File: src/rtl/vdu_stebus_pkg.sv
// vdu_stebus_pkg: shared state encoding and default sizing for the STEbus acknowledge generator.
// The ERR state only exists when VDU_STEBUS_TFRERR_EN is defined.
package vdu_stebus_pkg;

    localparam int unsigned DEF_CHANNELS = 2;
    localparam int unsigned DEF_WAIT_W   = 4;
    localparam int unsigned DEF_TIMEOUT  = 64;

    localparam int unsigned STATE_W = 3;

    typedef enum logic [STATE_W-1:0] {
        ST_IDLE = 3'd0,
        ST_WAIT = 3'd1,
        ST_RDY  = 3'd2,
        ST_ACK  = 3'd3,
`ifdef VDU_STEBUS_TFRERR_EN
        ST_ERR  = 3'd4,
`endif
        ST_REL  = 3'd5
    } state_t;

endpackage

File: src/rtl/vdu_stebus_arb.sv
// vdu_stebus_arb: fixed-priority chip-select arbiter, lowest index wins.
// cs is active low; grant is one-hot active high. Purely combinational.
module vdu_stebus_arb
    import vdu_stebus_pkg::*;
#(
    parameter int unsigned CHANNELS = DEF_CHANNELS
) (
    input  logic [CHANNELS-1:0] i_cs,
    output logic [CHANNELS-1:0] o_grant,
    output logic                o_valid
);

    logic w_found;

    // Walk upwards from channel 0 and grant the first asserted select only.
    always_comb begin
        o_grant = '0;
        w_found = 1'b0;
        for (int i = 0; i < int'(CHANNELS); i++) begin
            if (!i_cs[i] && !w_found) begin
                o_grant[i] = 1'b1;
                w_found    = 1'b1;
            end
        end
    end

    assign o_valid = ~(&i_cs);

endmodule

File: src/rtl/vdu_stebus_ack.sv
// vdu_stebus_ack: STEbus DATACK*/TFRERR* generator with per-channel wait states.
// All state advances on the falling edge of clk; reset is asynchronous active high.
// Define VDU_STEBUS_TFRERR_EN to enable the ready timeout and TFRERR* error path.
module vdu_stebus_ack
    import vdu_stebus_pkg::*;
#(
    parameter int unsigned CHANNELS = DEF_CHANNELS,
    parameter int unsigned WAIT_W   = DEF_WAIT_W,
    parameter int unsigned TIMEOUT  = DEF_TIMEOUT
) (
    input  logic                       clk,
    input  logic                       reset,
    input  logic [CHANNELS-1:0]        cs,
    input  logic [CHANNELS-1:0]        ready,
    input  logic [CHANNELS*WAIT_W-1:0] wait_cfg,
    output logic                       datack,
    output logic                       tfrerr,
    output logic [CHANNELS-1:0]        sel,
    output logic                       start
);

    localparam bit CFG_OK = (CHANNELS >= 1) && (CHANNELS <= 8) && (WAIT_W >= 1) && (TIMEOUT >= 1);

    // Out-of-range parameter sets elaborate a clearly named empty scope that shows up in review.
    generate
        if (!CFG_OK) begin : g_illegal_parameters
        end
    endgenerate

    state_t              r_state;
    logic [WAIT_W-1:0]   r_cnt;
    logic [CHANNELS-1:0] r_sel;
    logic                r_start;
    logic                r_datack;

    logic [CHANNELS-1:0] w_grant;
    logic                w_valid;
    logic [WAIT_W-1:0]   w_wait_sel;
    logic                w_sel_cs_high;
    logic                w_sel_ready;

    vdu_stebus_arb #(
        .CHANNELS (CHANNELS)
    ) u_arb (
        .i_cs    (cs),
        .o_grant (w_grant),
        .o_valid (w_valid)
    );

    // Wait-state count of the channel the arbiter is currently granting.
    always_comb begin
        w_wait_sel = '0;
        for (int i = 0; i < int'(CHANNELS); i++) begin
            if (w_grant[i]) begin
                w_wait_sel = w_wait_sel | wait_cfg[i*WAIT_W +: WAIT_W];
            end
        end
    end

    // sel is one-hot, so masking and OR-reducing picks out the selected channel's lines.
    assign w_sel_cs_high = |(cs & r_sel);
    assign w_sel_ready   = |(ready & r_sel);

`ifdef VDU_STEBUS_TFRERR_EN
    localparam int unsigned TCNT_W = $clog2(TIMEOUT + 1);

    logic [TCNT_W-1:0] r_tcnt;
    logic              r_tfrerr;

    assign tfrerr = r_tfrerr;
`else
    assign tfrerr = 1'b1;
`endif

    // Transfer FSM: select, wait states, ready check, acknowledge/error, then release.
    always_ff @(negedge clk or posedge reset) begin
        if (reset) begin
            r_state  <= ST_IDLE;
            r_cnt    <= '0;
            r_sel    <= '0;
            r_start  <= 1'b0;
            r_datack <= 1'b1;
`ifdef VDU_STEBUS_TFRERR_EN
            r_tcnt   <= '0;
            r_tfrerr <= 1'b1;
`endif
        end else begin
            r_start <= 1'b0;
            case (r_state)
                ST_IDLE: begin
                    if (w_valid) begin
                        r_sel   <= w_grant;
                        r_start <= 1'b1;
                        r_cnt   <= w_wait_sel;
`ifdef VDU_STEBUS_TFRERR_EN
                        r_tcnt  <= '0;
`endif
                        r_state <= (w_wait_sel == '0) ? ST_RDY : ST_WAIT;
                    end
                end
                ST_WAIT: begin
                    if (w_sel_cs_high) begin
                        r_sel   <= '0;
                        r_cnt   <= '0;
                        r_state <= ST_REL;
                    end else begin
                        r_cnt <= r_cnt - WAIT_W'(1);
                        if (r_cnt == WAIT_W'(1)) begin
                            r_state <= ST_RDY;
                        end
                    end
                end
                ST_RDY: begin
                    if (w_sel_cs_high) begin
                        r_sel   <= '0;
                        r_state <= ST_REL;
                    end else if (w_sel_ready) begin
                        r_datack <= 1'b0;
                        r_state  <= ST_ACK;
                    end
`ifdef VDU_STEBUS_TFRERR_EN
                    else if (r_tcnt == TCNT_W'(TIMEOUT - 1)) begin
                        r_tfrerr <= 1'b0;
                        r_state  <= ST_ERR;
                    end else begin
                        r_tcnt <= r_tcnt + TCNT_W'(1);
                    end
`endif
                end
                ST_ACK: begin
                    if (w_sel_cs_high) begin
                        r_datack <= 1'b1;
                        r_sel    <= '0;
                        r_state  <= ST_REL;
                    end
                end
`ifdef VDU_STEBUS_TFRERR_EN
                ST_ERR: begin
                    if (w_sel_cs_high) begin
                        r_tfrerr <= 1'b1;
                        r_sel    <= '0;
                        r_state  <= ST_REL;
                    end
                end
`endif
                ST_REL: begin
                    r_datack <= 1'b1;
`ifdef VDU_STEBUS_TFRERR_EN
                    r_tfrerr <= 1'b1;
                    r_tcnt   <= '0;
`endif
                    r_sel    <= '0;
                    r_state  <= ST_IDLE;
                end
                default: begin
                    r_datack <= 1'b1;
                    r_sel    <= '0;
                    r_state  <= ST_IDLE;
                end
            endcase
        end
    end

    assign datack = r_datack;
    assign sel    = r_sel;
    assign start  = r_start;

endmodule

File: config.mk
export PLATFORM = sky130hd
export DESIGN_NAME = vdu_stebus_ack
export DESIGN_NICKNAME = d
export VERILOG_FILES = /design/src/rtl/vdu_stebus_pkg.sv /design/src/rtl/vdu_stebus_arb.sv /design/src/rtl/vdu_stebus_ack.sv
export SDC_FILE = /design/constraint.sdc
export NUM_CORES = 1
export LEC_CHECK = 0
export CORE_MARGIN = 1
export CORE_UTILIZATION = 51
export DETAILED_ROUTE_END_ITERATION = 12
export GPL_TIMING_DRIVEN = 0
export HOLD_SLACK_MARGIN = 0.05
export PLACE_DENSITY = 0.88
export SYNTH_ARGS = -nofsm -noshare
export SYNTH_HDL_FRONTEND = slang
export SYNTH_SLANG_ARGS = --single-unit
File: constraint.sdc
create_clock -name clk -period 4.6 [get_ports clk]
set_input_delay 0.92 -clock clk [delete_from_list [all_inputs] [get_ports clk]]
set_output_delay 0.92 -clock clk [all_outputs]
set_load 0.01 [all_outputs]
==> results of run 1 <==
[routing by layer]
layer	part of all wire	track usage
met2	0.44	0.3711
met5	0	0
met1	0.45	0.2935
met3	0.091	0.03804
met4	0.019	0.1333
[final cells by class]
class / count / area (um2) / area share
tap: 15 / 18.77 / 0.01818
inverter: 5 / 18.77 / 0.01818
clock inverter: 1 / 3.754 / 0.003636
timing repair buffer: 19 / 195.2 / 0.1891
clock buffer: 4 / 26.28 / 0.02545
sequential: 11 / 276.5 / 0.2679
multi-input combinational: 63 / 456.7 / 0.4424
buffer: 5 / 36.28 / 0.03515
[flip-flops by register name, summed over array words and instances, names as in the netlist]
name,flops
r_cnt,4
r_state,3
sel,2
datack,1
start,1
[worst paths after layout]
path,end,slack [ps],cells after the start
hold reg to reg,sel[1],510,2
setup / recovery,sel[1],50,1
max in group asynchronous,datack,1080,2
min in group asynchronous,r_cnt[0],3110,2
hold / removal,sel[1],510,2
setup reg to reg,r_state[1],2930,7
[logic make-up after synthesis]
logic type	count (synthesis)
simple gates	29
other cells	1
flops	11
compound gates	31
fa+ha+maj	2
buf+inv	11
[cell usage after synthesis (2+ instances only)]
master,instances,share of area
inv_1,6,0.029
dfrtn_1,10,0.32
a22oi_1,2,0.019
ha_1,2,0.032
nand2_1,9,0.043
o22ai_1,4,0.032
nor3_1,2,0.013
buf_2,2,0.013
o21ai_0,3,0.019
a221o_1,2,0.026
nand2b_1,3,0.024
nor3b_1,3,0.029
a22o_1,2,0.023
buf_4,2,0.019
a21oi_1,5,0.032
nor2_1,5,0.024
[timing repair]
action / CTS / global route
pin swaps: 2 / 4
setup buffers: 3 / 0
cloned: 0 / 0
resized for setup: 3 / 7
endpoints found under the setup margin: 5 / 3
[per-stage QoR]
| stage | util | setup slack [ps] | cell area [um2] | cells |
|---|---|---|---|---|
| after floorplan | - | 146.5 | 777.0 | 85 |
| after global placement | 0.6996 | -351.0 | 955.9 | 116 |
| after detailed placement | 0.6996 | -374.6 | 955.9 | 116 |
| after CTS | 0.7418 | -15.26 | 1013 | 123 |
| after global routing | 0.7555 | 24.93 | 1032 | 123 |
| final | 0.7555 | 47.47 | 1032 | 123 |
[power groups by stage]
stage	clock network, uW	registers (uW)	logic, uW
floorplan	2.72	183	263
global placement	2.72	178	344
detailed placement	2.72	182	355
CTS	73.1	180	374
global route	77.2	186	417
finish	74.3	182	377
==> metrics.md, run 1 <==
| Metric | Value |
|---|---|
| Result of the run | `completed` |
| YS warnings | `0` |
| CTS buffer count | `3` |
| Worst R2R Start | `r_cnt[1]` |
| DR pass1 iterations | `4` |
| CTS sink cnt | `11` |
| Die X | `41.03 um` |
| Worst-path clk slew | `~60 ps` |
| Area grow syn2layout | `32.85%` |
| Synth Area in Simple Gates | `0.1997` |
| Post-Synth Adder-Cell Area | `0.03221` |
| Hold path start | `r_state[2]` |
| Number of synthesized flops with an enable pin | `0` |
| H-tree depth | `1` |
| CTS tree | `yes` |
| Site Rows | `13` |
| Antenna violations before repair | `0` |
| CP arrival | `~3600 ps` |
| Number of max-cap violations | `0` |
| # setup viols final | `0` |
| Seq/Total Area, Yosys | `0.3559` |
| Die ar. | `1683 um2` |
| Worst Hold Class | `flip-flop to flip-flop` |
| CP peak stage delay | `560 ps` |
| Gr usage total | `0.2326` |
| Count of cell types in the netlist | `39` |
| Worst setup SP type | `flip-flop` |
| Initial cell density of the core | `0.5687` |
| Ys flop type | `dfrtn_1` |
| Crit path required time | `between 3000 and 4000 ps` |
| Xor/xnor share of the synthesized area | `0` |
| Crit path kind | `flip-flop to output pin` |
| Vias in the first global route | `612` |
| Mapped Area | `777.0 um2` |
| Total power draw | `roughly 630 uW` |
| Total grt overflow | `0` |
| Routability Congestion | `0.8291` |
| Post-Route Setup TNS | `0 ps` |
| Post-layout nets | `125` |
| Synth Instances | `85` |
| Fin. Hold Viols | `0` |
| Cell family with most CP delay | `buffers and inverters` |
| Vias per cell | `6.008` |
| N_diodes | `0` |
| DR iter-0 viols | `34` |
| Crit. End Element | `output pin` |
| CP bufs+invs | `1` |
| Die Y | `41.03 um` |
| Drt total wl | `1766 um` |
| Largest family of logic cells by synthesized area | `compound AO/OA/AOI/OAI gates` |
| Mux contribution to synthesized area | `0` |
| Clock skew | `49.96 ps` |
| Gate power share | `0.596` |
| FFs w/ async S/R, synth | `1.000` |
| Mean post-synth cell area | `9.141 um2` |
| Flop pwr share | `0.287` |
| Commonest non-fill, non-tap cell in the layout | `dfrtn_1` |
| Vias after detailed routing | `approximately 740` |
| Ordered list of cells on the worst path | `clkdlybuf4s50_1` |
| Core Area | `approximately 1400 um2` |
| CP startpoint | `sel[1]` |
| Max-slew violations | `0` |
| CTS root buf | `clkbuf_4` |
| First-pass GRT wire length | `2484 um` |
| Port bufs | `16` |
| CTS Buffer Depth | `2` |
| DRT antenna net count | `0` |
| Post-CTS Hold Buffers | `0` |
| Drt drc | `0` |
| Power Density | `613.5 nW/um2` |
| Switching share of power | `0.4211` |
| DP HPWL | `1236 um` |
| Compound-gate portion of the synthesized area | `0.3317` |
| Fill cells | `slightly above 100` |
| Largest net degree at the start of global routing | `12` |
| Switching power | `266.7 uW` |
| Maximum fanout along the worst path | `5` |
| Share of layout cells above drive strength 1 | `0.1852` |
| Maximum vdd ir drop | `0.3785 mV` |
| Slowest CP cell | `clkdlybuf4s50_1` |
| Clock Latency Late Sink | `330 ps` |
| Lkg Pwr | `0.0004984 uW` |
| WL/cell | `14.36 um` |
| Hold WS | `508.5 ps` |
| Most frequent cells in the layout | `10 x dfrtn_1, 9 x nand2_1, 8 x clkdlybuf4s50_1, 6 x inv_1, 6 x dlymetal6s2s_1` |
| Unrepaired setup endpoints after global routing | `false` |
| I/O pin total | `19` |
| Register bit total from synthesis | `11` |
| P_int | `between 300 and 400 uW` |
| Syn_nets | `101` |
| Clk pwr share | `0.117` |
Power figures use the tool's default switching activity.
==> run 2, diff against run 1 <==
--- a/config.mk
+++ b/config.mk
@@ -6,11 +6,11 @@
 export NUM_CORES = 1
 export LEC_CHECK = 0
 export CORE_MARGIN = 1
-export CORE_UTILIZATION = 51
+export CORE_UTILIZATION = 43
 export DETAILED_ROUTE_END_ITERATION = 12
 export GPL_TIMING_DRIVEN = 0
 export HOLD_SLACK_MARGIN = 0.05
-export PLACE_DENSITY = 0.88
+export PLACE_DENSITY = 0.8
 export SYNTH_ARGS = -nofsm -noshare
 export SYNTH_HDL_FRONTEND = slang
 export SYNTH_SLANG_ARGS = --single-unit
==> constraint.sdc (replaced) <==
create_clock -name clk -period 3.7 [get_ports clk]
set_input_delay 0.74 -clock clk [delete_from_list [all_inputs] [get_ports clk]]
set_output_delay 0.74 -clock clk [all_outputs]
set_load 0.01 [all_outputs]
==> run 2 against run 1 <==
  * Worst hold slack worse by 15 ps
  * Flip-flop and latch count stayed put
  * Critical path depth is 4 higher
  * Cell count is 12% higher
  * Utilization is 10 points lower
  * Routed wire length is 3.1% higher
  * Non-clock buffer count is 6 higher
  * Global-route usage is 2.9 points lower
  * Critical path type is now input pin to flip-flop
  * Critical endpoint is now r_state[0]
  * Largest cell class unchanged
==> metrics.md, run 2 (synthesis results as in run 1) <==
| Metric | Value |
|---|---|
| Clock skew | `48.47 ps (was 49.96 ps)` |
| Die Y | `44.51 um (was 41.03 um)` |
| CTS buffer count | `3 (unchanged)` |
| Power Density | `785.5 nW/um2 (was 613.5 nW/um2)` |
| Unrepaired setup endpoints after global routing | `false (unchanged)` |
| Footprint of the multi-input gates | `459.2 um2 (was 456.7 um2)` |
| Most frequent cells in the layout | `10 x buf_4, 10 x dfrtn_1, 9 x nand2_1, 7 x buf_2 (was 10 x dfrtn_1, 9 x nand2_1, 8 x clkdlybuf4s50_1, 6 x inv_1, 6 x dlymetal6s2s_1)` |
| Total power draw | `820.6 uW (was 633.3 uW)` |
| Crit path kind | `input pin to flip-flop (was flip-flop to output pin)` |
| Maximum fanout along the worst path | `2 (was 5)` |
| Worst Hold Class | `flip-flop to flip-flop (unchanged)` |
| # setup viols final | `0 (unchanged)` |
| Drt drc | `0 (unchanged)` |
| R2r worst-path depth | `6 (was 7)` |
| Fin. Hold Viols | `0 (unchanged)` |
| P_int | `486.5 uW (was 366.6 uW)` |
| Number of max-cap violations | `0 (unchanged)` |
| N_diodes | `0 (unchanged)` |
| Max-slew violations | `0 (unchanged)` |
| Total grt overflow | `0 (unchanged)` |
| Hold WS | `493.1 ps (was 508.5 ps)` |
| Share of layout cells above drive strength 1 | `0.3070 (was 0.1852)` |
| Maximum vdd ir drop | `0.4448 mV (was 0.3785 mV)` |
| Gr usage total | `0.2037 (was 0.2326)` |
| CTS root buf | `clkbuf_4 (unchanged)` |
| Post-CTS Hold Buffers | `0 (unchanged)` |
| Worst setup SP type | `input pin (was flip-flop)` |
| Post-layout util | `0.6554 (was 0.7555)` |
| I/O pin total | `19 (unchanged)` |
| Placed cell area | `974.7 um2 (was 955.9 um2)` |
| Antenna violations before repair | `0 (unchanged)` |
| Largest net degree at the start of global routing | `12 (unchanged)` |
| Post-Route Setup TNS | `0 ps (unchanged)` |
| CP arrival | `1940 ps (was 3630 ps)` |
| Post-route cell area | `1045 um2 (was 1032 um2)` |
| DR iter-0 viols | `16 (was 34)` |
| Routability Congestion | `0.7633 (was 0.8291)` |
| Switching power | `334.1 uW (was 266.7 uW)` |
| Clock Latency Late Sink | `330 ps (about the same)` |
| Flop pwr share | `0.265 (was 0.287)` |
| Die X | `44.51 um (was 41.03 um)` |
| Initial cell density of the core | `0.4874 (was 0.5687)` |
| Lkg Pwr | `0.0004862 uW (was 0.0004984 uW)` |
| WL/cell | `13.20 um (was 14.36 um)` |
| Core Area | `1594 um2 (was 1366 um2)` |
| Hold EP | `r_cnt[3] (was sel[1])` |
| DR pass1 iterations | `4 (unchanged)` |
| H-tree depth | `1 (unchanged)` |
| First-pass GRT wire length | `2877 um (was 2484 um)` |
| CTS tree | `yes (unchanged)` |
| Fill cells | `132 (was 101)` |
| Vias in the first global route | `639 (was 612)` |
| Hold Path Cell Cnt | `1 (was 2)` |
| DRT antenna net count | `0 (unchanged)` |
| Worst R2R Start | `r_state[1] (was r_cnt[1])` |
| CTS sink cnt | `11 (unchanged)` |
| Die ar. | `1981 um2 (was 1683 um2)` |
| Crit path required time | `1980 ps (was 3680 ps)` |
| Gate power share | `0.630 (was 0.596)` |
| Crit. End Element | `flip-flop (was output pin)` |
| DP HPWL | `1266 um (was 1236 um)` |
| R2R setup slack | `2030 ps (was 2930 ps)` |
| Drt total wl | `1821 um (was 1766 um)` |
| Max reg flops | `4 (unchanged)` |
| Hold path start | `r_cnt[3] (was r_state[2])` |
| Reg area | `276.5 um2 (unchanged)` |
| Switching share of power | `0.4071 (was 0.4211)` |
| Top reg by flops | `r_cnt (unchanged)` |
| Site Rows | `14 (was 13)` |
| Vias per cell | `5.290 (was 6.008)` |
| Post-layout nets | `131 (was 125)` |
| R2r endpoint | `r_state[1] (unchanged)` |
| Port bufs | `16 (unchanged)` |
| Vias after detailed routing | `730 (was 739)` |
| Worst-path clk slew | `50 ps (was 60 ps)` |
| Result of the run | `completed (unchanged)` |
| CTS Buffer Depth | `2 (unchanged)` |
| Area grow syn2layout | `34.46% (was 32.85%)` |
| Clk pwr share | `0.105 (was 0.117)` |
[run 2: power by group through the flow]
stage | registers (uW) | clock network [uW] | logic, uW
2_1_floorplan | 227 | 3.38 | 327
3_3_place_gp | 224 | 3.38 | 431
3_5_place_dp | 227 | 3.38 | 442
4_1_cts | 218 | 88.7 | 493
5_1_grt | 225 | 95.5 | 572
6_report | 218 | 86.3 | 517
[run 2: how the worst max path moves through the flow]
stage	start	endpoint
floorplan	wait_cfg[6]	r_state[0]
global placement	cs[0]	r_cnt[3]
detailed placement	cs[0]	r_cnt[3]
CTS	wait_cfg[1]	r_state[0]
global route	wait_cfg[2]	r_state[0]
finish	wait_cfg[2]	r_state[0]
[run 2: routing by layer]
layer | wire length, um | part of all wire | GRT usage
met5 | 0 | 0 | 0
met4 | 19 | 0.010 | 0.06667
met3 | 127 | 0.070 | 0.06939
met2 | 815 | 0.45 | 0.3088
met1 | 859 | 0.47 | 0.2714
[run 2: area by class of cell]
| cell class | count | area share |
|---|---|---|
| Buffer | 5 | 0.04192 |
| Tap cell | 24 | 0.02874 |
| Multi-Input combinational cell | 63 | 0.4395 |
| Inverter | 5 | 0.01796 |
| Sequential cell | 11 | 0.2647 |
| Timing Repair Buffer | 25 | 0.1772 |
| Clock inverter | 2 | 0.008383 |
| Clock buffer | 3 | 0.02156 |
[run 2: critical path, stage by stage]
cell and delay (ps):
dlygate4sd2_1 250, or4_4 430, a221oi_4 290, o31a_2 160, o21ai_1 70
[run 2: per-stage QoR]
step,std cells,setup slack [ps]
2_1_floorplan,85,-19.24
3_3_place_gp,125,-666.4
3_5_place_dp,125,-696.3
4_1_cts,136,14.88
5_1_grt,138,24.55
6_report,138,34.25
[run 2: repair_timing]
| action | CTS | global route |
|---|---|---|
| pin swaps | 13 | 5 |
| setup buffers | 7 | 2 |
| resized for setup | 36 | 4 |
| endpoints found under the setup margin | 10 | 3 |
